===== config.mk =====
export PLATFORM = sky130hd
export DESIGN_NAME = hit_readout_unpacker
export DESIGN_NICKNAME = d
export VERILOG_FILES = /design/src/rtl/hit_readout_unpacker.sv
export SDC_FILE = /design/constraint.sdc
export NUM_CORES = 1
export LEC_CHECK = 0
export CAP_MARGIN = 20
export CORE_ASPECT_RATIO = 1.75
export CORE_MARGIN = 2
export CORE_UTILIZATION = 50
export CTS_CLUSTER_SIZE = 24
export DETAILED_ROUTE_END_ITERATION = 8
export HOLD_SLACK_MARGIN = 0.05
export PLACE_DENSITY_LB_ADDON = 0.08
export SLEW_MARGIN = 15
export SYNTH_ARGS = -nofsm -noshare
export SYNTH_HDL_FRONTEND = slang
export SYNTH_SLANG_ARGS = --single-unit

===== constraint.sdc =====
create_clock -name clk -period 7.2 [get_ports clk]
set_input_delay 1.08 -clock clk [delete_from_list [all_inputs] [get_ports clk]]
set_output_delay 1.08 -clock clk [all_outputs]
set_load 0.01 [all_outputs]

===== src/rtl/hit_readout_unpacker.sv =====
// Read-port consumer for hxmpp: issues SSID reads, captures the packed
// return and streams the stored hit words out one per beat.
module hit_readout_unpacker #(
  parameter int SSIDBITS    = 8,
  parameter int HITINFOBITS = 8,
  parameter int MAXHITNBITS = 3,
  parameter int MAXHITS     = 4,
  parameter int TIMEOUT     = 64
) (
  input  logic                           clk,
  input  logic                           reset,
  input  logic                           req_valid,
  output logic                           req_ready,
  input  logic [SSIDBITS-1:0]            req_ssid,
  output logic                           read,
  output logic [SSIDBITS-1:0]            readSSID,
  input  logic                           readFinished,
  input  logic [SSIDBITS-1:0]            SSID_readReturn,
  input  logic                           hitThisEventReturn,
  input  logic [MAXHITNBITS-1:0]         nHitsReturn,
  input  logic [MAXHITS*HITINFOBITS-1:0] hitInfo_readReturn,
  output logic                           out_valid,
  input  logic                           out_ready,
  output logic [SSIDBITS-1:0]            out_ssid,
  output logic [HITINFOBITS-1:0]         out_hit,
  output logic                           out_last,
  output logic                           out_empty,
  output logic                           err_timeout,
  output logic                           err_mismatch,
  output logic                           err_overflow
);

  localparam int CW = $clog2(MAXHITS + 1);
  localparam int NW = (MAXHITNBITS > CW) ? MAXHITNBITS : CW;
  localparam int TW = $clog2(TIMEOUT + 1);
  localparam int HW = MAXHITS * HITINFOBITS;

  typedef enum logic [1:0] {IDLE, ISSUE, WAIT, EMIT} state_t;

  state_t                 state, stateNext;
  logic [TW-1:0]          cnt, cntNext;
  logic [CW-1:0]          idx, idxNext;
  logic [CW-1:0]          nEff, nEffNext;
  logic [HW-1:0]          hitBuf, hitBufNext;
  logic                   readNext;
  logic [SSIDBITS-1:0]    readSSIDNext;
  logic                   outValidNext;
  logic [SSIDBITS-1:0]    outSsidNext;
  logic [HITINFOBITS-1:0] outHitNext;
  logic                   outLastNext;
  logic                   outEmptyNext;
  logic                   errTimeoutNext;
  logic                   errMismatchNext;
  logic                   errOverflowNext;
  logic [NW-1:0]          nRet;
  logic                   clamp;
  logic [CW-1:0]          nCap;

  function automatic logic [HITINFOBITS-1:0] wordAt(
    input logic [HW-1:0] v,
    input logic [CW-1:0] k
  );
    logic [HITINFOBITS-1:0] w;
    w = '0;
    for (int i = 0; i < MAXHITS; i++)
      if (CW'(i) == k) w = v[i*HITINFOBITS +: HITINFOBITS];
    return w;
  endfunction

  assign req_ready = (state == IDLE);

  // Effective hit count: misses carry nothing, overfull lists are clamped
  always_comb begin
    nRet  = NW'(nHitsReturn);
    clamp = hitThisEventReturn && (nRet > NW'(MAXHITS));
    if (!hitThisEventReturn) nCap = '0;
    else if (clamp)          nCap = CW'(MAXHITS);
    else                     nCap = CW'(nRet);
  end

  always_comb begin
    stateNext       = state;
    cntNext         = cnt;
    idxNext         = idx;
    nEffNext        = nEff;
    hitBufNext      = hitBuf;
    readNext        = 1'b0;
    readSSIDNext    = readSSID;
    outValidNext    = out_valid;
    outSsidNext     = out_ssid;
    outHitNext      = out_hit;
    outLastNext     = out_last;
    outEmptyNext    = out_empty;
    errTimeoutNext  = 1'b0;
    errMismatchNext = 1'b0;
    errOverflowNext = 1'b0;
    unique case (state)
      IDLE: begin
        if (req_valid) begin
          readSSIDNext = req_ssid;
          readNext     = 1'b1;
          stateNext    = ISSUE;
        end
      end
      ISSUE: begin
        cntNext   = '0;
        stateNext = WAIT;
      end
      WAIT: begin
        if (readFinished) begin
          hitBufNext      = hitInfo_readReturn;
          nEffNext        = nCap;
          idxNext         = '0;
          errMismatchNext = (SSID_readReturn != readSSID);
          errOverflowNext = clamp;
          outValidNext    = 1'b1;
          outSsidNext     = readSSID;
          outHitNext      = (nCap == '0) ? '0
                          : hitInfo_readReturn[HITINFOBITS-1:0];
          outLastNext     = (nCap <= CW'(1));
          outEmptyNext    = (nCap == '0);
          stateNext       = EMIT;
        end else if (cnt == TW'(TIMEOUT - 1)) begin
          errTimeoutNext = 1'b1;
          stateNext      = IDLE;
        end else begin
          cntNext = cnt + TW'(1);
        end
      end
      EMIT: begin
        if (out_valid && out_ready) begin
          if (out_last) begin
            outValidNext = 1'b0;
            outHitNext   = '0;
            outLastNext  = 1'b0;
            outEmptyNext = 1'b0;
            stateNext    = IDLE;
          end else begin
            idxNext     = idx + CW'(1);
            outHitNext  = wordAt(hitBuf, idx + CW'(1));
            outLastNext = (idx + CW'(2) == nEff);
          end
        end
      end
      default: stateNext = IDLE;
    endcase
  end

  always_ff @(posedge clk or posedge reset) begin
    if (reset) begin
      state        <= IDLE;
      cnt          <= '0;
      idx          <= '0;
      nEff         <= '0;
      hitBuf       <= '0;
      read         <= 1'b0;
      readSSID     <= '0;
      out_valid    <= 1'b0;
      out_ssid     <= '0;
      out_hit      <= '0;
      out_last     <= 1'b0;
      out_empty    <= 1'b0;
      err_timeout  <= 1'b0;
      err_mismatch <= 1'b0;
      err_overflow <= 1'b0;
    end else begin
      state        <= stateNext;
      cnt          <= cntNext;
      idx          <= idxNext;
      nEff         <= nEffNext;
      hitBuf       <= hitBufNext;
      read         <= readNext;
      readSSID     <= readSSIDNext;
      out_valid    <= outValidNext;
      out_ssid     <= outSsidNext;
      out_hit      <= outHitNext;
      out_last     <= outLastNext;
      out_empty    <= outEmptyNext;
      err_timeout  <= errTimeoutNext;
      err_mismatch <= errMismatchNext;
      err_overflow <= errOverflowNext;
    end
  end

endmodule


==> results of run 1 <==
[worst paths after layout]
check | start | to | slack, ns | depth (start not counted)
max | state[1] | req_ready | 4.24 | 2
min | hitBuf[26] | hitBuf[26] | 0.47 | 2
max reg2reg | idx[1] | out_hit[0] | 5.18 | 6
min reg2reg | hitBuf[26] | hitBuf[26] | 0.47 | 2
max in group asynchronous | reset | state[0] | 5.20 | 3
min in group asynchronous | reset | nEff[2] | 1.38 | 3
[through the flow]
step	area (sq um)	power [uW]	instances	util	setup slack (ns)
2_1_floorplan	3600	1140	375	-	4.12
3_5_place_dp	4480	1410	529	0.633	4.18
4_1_cts	4770	1840	545	0.673	4.22
6_report	4770	1830	545	0.673	4.24
5_1_grt	4770	1950	545	0.673	4.09
3_3_place_gp	4480	1390	529	0.633	4.21
[cells in the final DEF (no fill, tap or decap), types with 4 or more instances in the layout]
master           count
nand3_1              7
a2bb2oi_1            8
and3_1               4
inv_1                5
clkbuf_1             4
nor2_1               6
nand2b_1             4
mux2_2               9
xnor2_1              4
nand2_1            131
clkdlybuf4s50_1     88
a22o_1               4
a221oi_1             9
xor2_1               8
a32oi_1              8
o21ai_0             16
o21ai_1             10
ha_1                 6
clkbuf_16            9
dfrtp_1             78
nor3_1               4
nor2b_1              5
[flip-flops by register name, indices dropped and copies added, names as in the netlist]
register / count
out_valid: 1
err_mismatch: 1
state: 2
nEff: 3
out_ssid: 8
out_last: 1
hitBuf: 32
err_timeout: 1
read: 1
err_overflow: 1
out_empty: 1
readSSID: 8
out_hit: 8
idx: 3
cnt: 7
[area by class of cell]
type	instances	area (sq um)	area share
flip-flops and latches	78	1950	0.410
multi-input cells	269	1510	0.316
repair buffers	90	896	0.188
clock buffers	16	282	0.0591
well taps	86	108	0.0226
inverters	6	22.5	0.00473
[layer usage]
layer  up-vias  GRT usage  wire (um)  share of wire
met5         -          0          0              0
met4         0      0.115        235          0.028
met3        18     0.0443        450          0.053
met2       104      0.386       4450           0.52
met1      1404      0.286       3400           0.40
li1       1433          -          -              -
[power groups by stage]
stage,Combinational (uW),Sequential [uW],Clock (uW)
2_1_floorplan,392,750,0
3_5_place_dp,654,759,0
5_1_grt,726,775,451
4_1_cts,658,752,429
6_report,651,752,425
3_3_place_gp,637,752,0
[worst register-to-register path, delay by kind of cell, from the launching register on]
kind	cells	cell delay, ns
AOI/OAI and AO/OA	3	0.53
adders and majority gates	1	0.32
buffers and inverters	1	0.09
DFF	1	0.44
and+or+nand+nor	1	0.57
[logic make-up after synthesis]
family | Yosys count | share of synthesized area
adder cells (fa/ha/maj) | 6 | 0.0209
flip-flops | 78 | 0.542
AO/OA/AOI/OAI | 68 | 0.133
XOR/XNOR | 12 | 0.0292
multiplexers | 10 | 0.0309
AND/OR/NAND/NOR | 173 | 0.204
buffers and inverters | 28 | 0.0396
==> flow_summary.ini, run 1 <==
[run_status]
status = finished clean

[global_route]
antenna_found_initial = 0
grt_pass1_vias = 2973
grt_util_all_layers = 0.233
overflow = 0
grt_pass1_wl_mm = 13.7
grt_start_max_net_pins = 79

[power]
p_sw_frac = 0.334
pwr-share-comb = 0.356
p_leak_uw = 0.00223
p_int_uw = 1220
power_density_nw_per_um2 = 383
p_sw_uw = 611
pwr-share-seq = 0.411
ir_drop_uv = 263
clockPowerShare = 0.232

[setup_path]
crit_fanout = 21
max_stage_delay_ns = 0.61
arrival_ns = 1.88
worstSetupStartpointType = flop
cp_cell_sequence = nor2_2 -> clkdlybuf4s50_1
cpMaxStageDelayCell = clkdlybuf4s50_1
crit_family = buffers and inverters
cp.buffers_inverters = 1
worst-setup-path-type = flop to primary output
worst_setup_path_end_kind = primary output
cp.required_ns = 6.12

[synth]
synth_area_sq_um = 3600
synthDominantCellAreaShare = 0.542
synth-edff-count = 0
synth_ff_type = dfrtp_1
ys_top_cells_by_area = dfrtp_1 (54%), nand2_1 (14%), mux2_2 (2.8%), o21ai_0 (2.2%), a221oi_1 (2.2%)
yosys-top-cells-count = nand2_1 (131), dfrtp_1 (78), o21ai_0 (16), buf_2 (12), o21ai_1 (10)
synthCells = 375
synth-seq-cells = 78
synth_fp_nets = 438
seq_area_frac_synth = 0.542
synth_top_cell_by_area = dfrtp_1
synthArstFlopShare = 1.00
syn_avg_cell_area_sq_um = 9.60
synth_cell_types = 41
yosysMostFrequentCell = nand2_1
ys_warn_count = 0

[floorplanning]
die_area_sq_um = 7920
rows = 41
die_x_um = 68.1
core_sq_um = 7080
die_height_um = 116
initial_core_util = 0.508
num_io_pins = 89

[sta]
final.hold.worst_slack_ns = 0.469
slew_violations = 0
timing.fmax_mhz = 337
final.min_clock_period_ns = 2.96
finalSetupViolations = 0
worstMarginPinSlew_ns = 0.980
final.setup.tns_ns = 0
rsz0062_at_grt = no
hold_violations = 0
finalClockSkew_ns = 0.00440
period_share = 0.412
maxSlewHeadroom = 0.347

[layout]
n_antenna_cell = 0
fin_nets = 517
fillers = 624
area_growth_pct = 32.4
drive_above_1_share = 0.0632

[clocking]
cts-resized-gates = 0
clock_path_buffers = 2
cts_setup_buffers = 0
insertion_delay_ns = 0.33
cts_sinks = 78
cts_tree = yes
htree_levels = 3
cts_buffers = 9
path_clk_slew_ns = 0.05
root_buffer = clkbuf_16
cts_hold_buf = 0

[routing]
viasPerCell = 5.43
drc = 0
first_pass_iters = 4
drt-total-wl_mm = 8.54
vias = 2959
wl_per_cell_um = 15.7
drt_iter0_drc = 206
detail-route-antenna-nets = 0

[placement]
io_buffers = 88
gp_congestion = 0.813
dpl.hpwl_mm = 5.79

[min_path]
hold_class = flop to flop

[run]
maxCapViolations = 0
Note: power is estimated with default switching activity, not from simulation.
==> run 2: changes to the inputs <==
--- a/config.mk
+++ b/config.mk
@@ -8,7 +8,7 @@
 export CAP_MARGIN = 20
 export CORE_ASPECT_RATIO = 1.75
 export CORE_MARGIN = 2
-export CORE_UTILIZATION = 50
+export CORE_UTILIZATION = 49
 export CTS_CLUSTER_SIZE = 24
 export DETAILED_ROUTE_END_ITERATION = 8
 export HOLD_SLACK_MARGIN = 0.05
==> constraint.sdc (replaced) <==
create_clock -name clk -period 2.9 [get_ports clk]
set_input_delay 0.435 -clock clk [delete_from_list [all_inputs] [get_ports clk]]
set_output_delay 0.435 -clock clk [all_outputs]
set_load 0.01 [all_outputs]
==> run 2 against run 1 <==
Critical path depth unchanged. Combinational power rose to 2.5 times the previous value. Final cell count up 0.55%. Largest power group unchanged.
==> flow_summary.ini, run 2 (synthesized netlist as in run 1, its figures left out) <==
[run_status]
status = finished clean

[floorplanning]
die_area_sq_um = 8070
num_io_pins = 89
rows = 41
die_height_um = 117
initial_core_util = 0.501
core_sq_um = 7180
die_x_um = 68.8

[clocking]
cts-resized-gates = 0
htree_levels = 3
insertion_delay_ns = 0.33
cts_tree = yes
cts_buffers = 9
root_buffer = clkbuf_16
cts_hold_buf = 0
clock_path_buffers = 2
cts_setup_buffers = 0
path_clk_slew_ns = 0.06
cts_sinks = 78

[routing]
detail-route-antenna-nets = 0
drc = 0
drt_iter0_drc = 219
vias = 3025
drt-total-wl_mm = 8.76
wl_per_cell_um = 16.0
first_pass_iters = 4
viasPerCell = 5.52

[sta]
finalSetupViolations = 0
final.min_clock_period_ns = 2.26
finalClockSkew_ns = 0.00615
timing.fmax_mhz = 443
rsz0062_at_grt = no
slew_violations = 0
hold_violations = 0
worstMarginPinSlew_ns = 0.611
final.setup.tns_ns = 0
period_share = 0.778
final.hold.worst_slack_ns = 0.475
maxSlewHeadroom = 0.592
worst_slack_ns = 0.644

[setup_path]
arrival_ns = 1.82
worstSetupStartpointType = flop
cp_cell_sequence = nor2_2 -> clkdlybuf4s50_1
cpMaxStageDelayCell = dfrtp_1
max_stage_delay_ns = 0.58
worst_setup_path_end_kind = primary output
cp.required_ns = 2.47
crit_fanout = 21
worst-setup-path-type = flop to primary output

[placement]
io_buffers = 88
dpl.hpwl_mm = 6.01
dp_slack_ns = 0.779
gp_congestion = 0.794
postPlaceCellArea_sq_um = 4530

[layout]
largest_reg_flops = 32
n_antenna_cell = 0
drive_above_1_share = 0.0736
fin_nets = 520
multi_input_area_sq_um = 1510
area_growth_pct = 35.3
mostFrequentLayoutCell = nand2_1
fillers = 604
final_cell_area_sq_um = 4870
final_cell_mix = nand2_1 (131), clkdlybuf4s50_1 (88), dfrtp_1 (78)
largest_register = hitBuf
seq_area_sq_um = 1950

[power]
ir_drop_uv = 568
p_leak_uw = 0.00228
power_density_nw_per_um2 = 987

[min_path]
hold_class = flop to flop

[global_route]
grt_util_all_layers = 0.239
antenna_found_initial = 0
grt_pass1_vias = 2996
overflow = 0
grt_start_max_net_pins = 79
grt_pass1_wl_mm = 14.3

[run]
maxCapViolations = 0
run 2: changes by cell type in the layout (fill, tap and decap cells not counted):
cell / previous run / this run
bufinv_16: 0 / 3
clkbuf_8: 3 / 0
buf_12: 0 / 2
clkbuf_1: 4 / 2
clkinv_4: 0 / 2
buf_4: 2 / 3
run 2: layout make-up:
type                            count  area share
Sequential cell                    78       0.401
Multi-Input combinational cell    269       0.309
Timing Repair Buffer               93       0.194
Clock buffer                       11      0.0478
Clock inverter                      5      0.0221
Tap cell                           86      0.0221
Inverter                            6     0.00462
run 2: layer usage:
layer / up-vias / GRT usage / wire, um
met5: - / 0 / 0
li1: 1439 / - / -
met4: 0 / 0.0907 / 159
met2: 109 / 0.412 / 4930
met3: 12 / 0.0518 / 481
met1: 1465 / 0.278 / 3190
run 2: worst max-delay path, delay by kind of cell, from the launching register on:
kind / cells / cell delay [ns]
flops: 1 / 0.58
buf+inv: 1 / 0.58
simple gates: 1 / 0.33
run 2: final timing paths:
check                            start      endpoint  slack [ns]  depth (start not counted)
setup / recovery              state[1]     req_ready        0.64                          2
hold / removal             out_ssid[6]   out_ssid[6]        0.47                          2
setup reg to reg                idx[1]    out_hit[1]        0.80                          5
hold reg to reg            out_ssid[6]   out_ssid[6]        0.47                          2
max in group asynchronous        reset  err_mismatch        2.06                          3
min in group asynchronous        reset   err_timeout        0.52                          3
run 2: report_power, final:
part	switching (uW)	internal (uW)
clock network	430	844
registers	354	1520
logic	792	863
total	1580	3230
run 2: per-stage QoR:
step | total power, uW | util | instances
2_1_floorplan | 2830 | - | 375
3_3_place_gp | 3480 | 0.631 | 532
3_5_place_dp | 3540 | 0.631 | 532
4_1_cts | 4840 | 0.678 | 548
5_1_grt | 5120 | 0.678 | 548
6_report | 4810 | 0.678 | 548
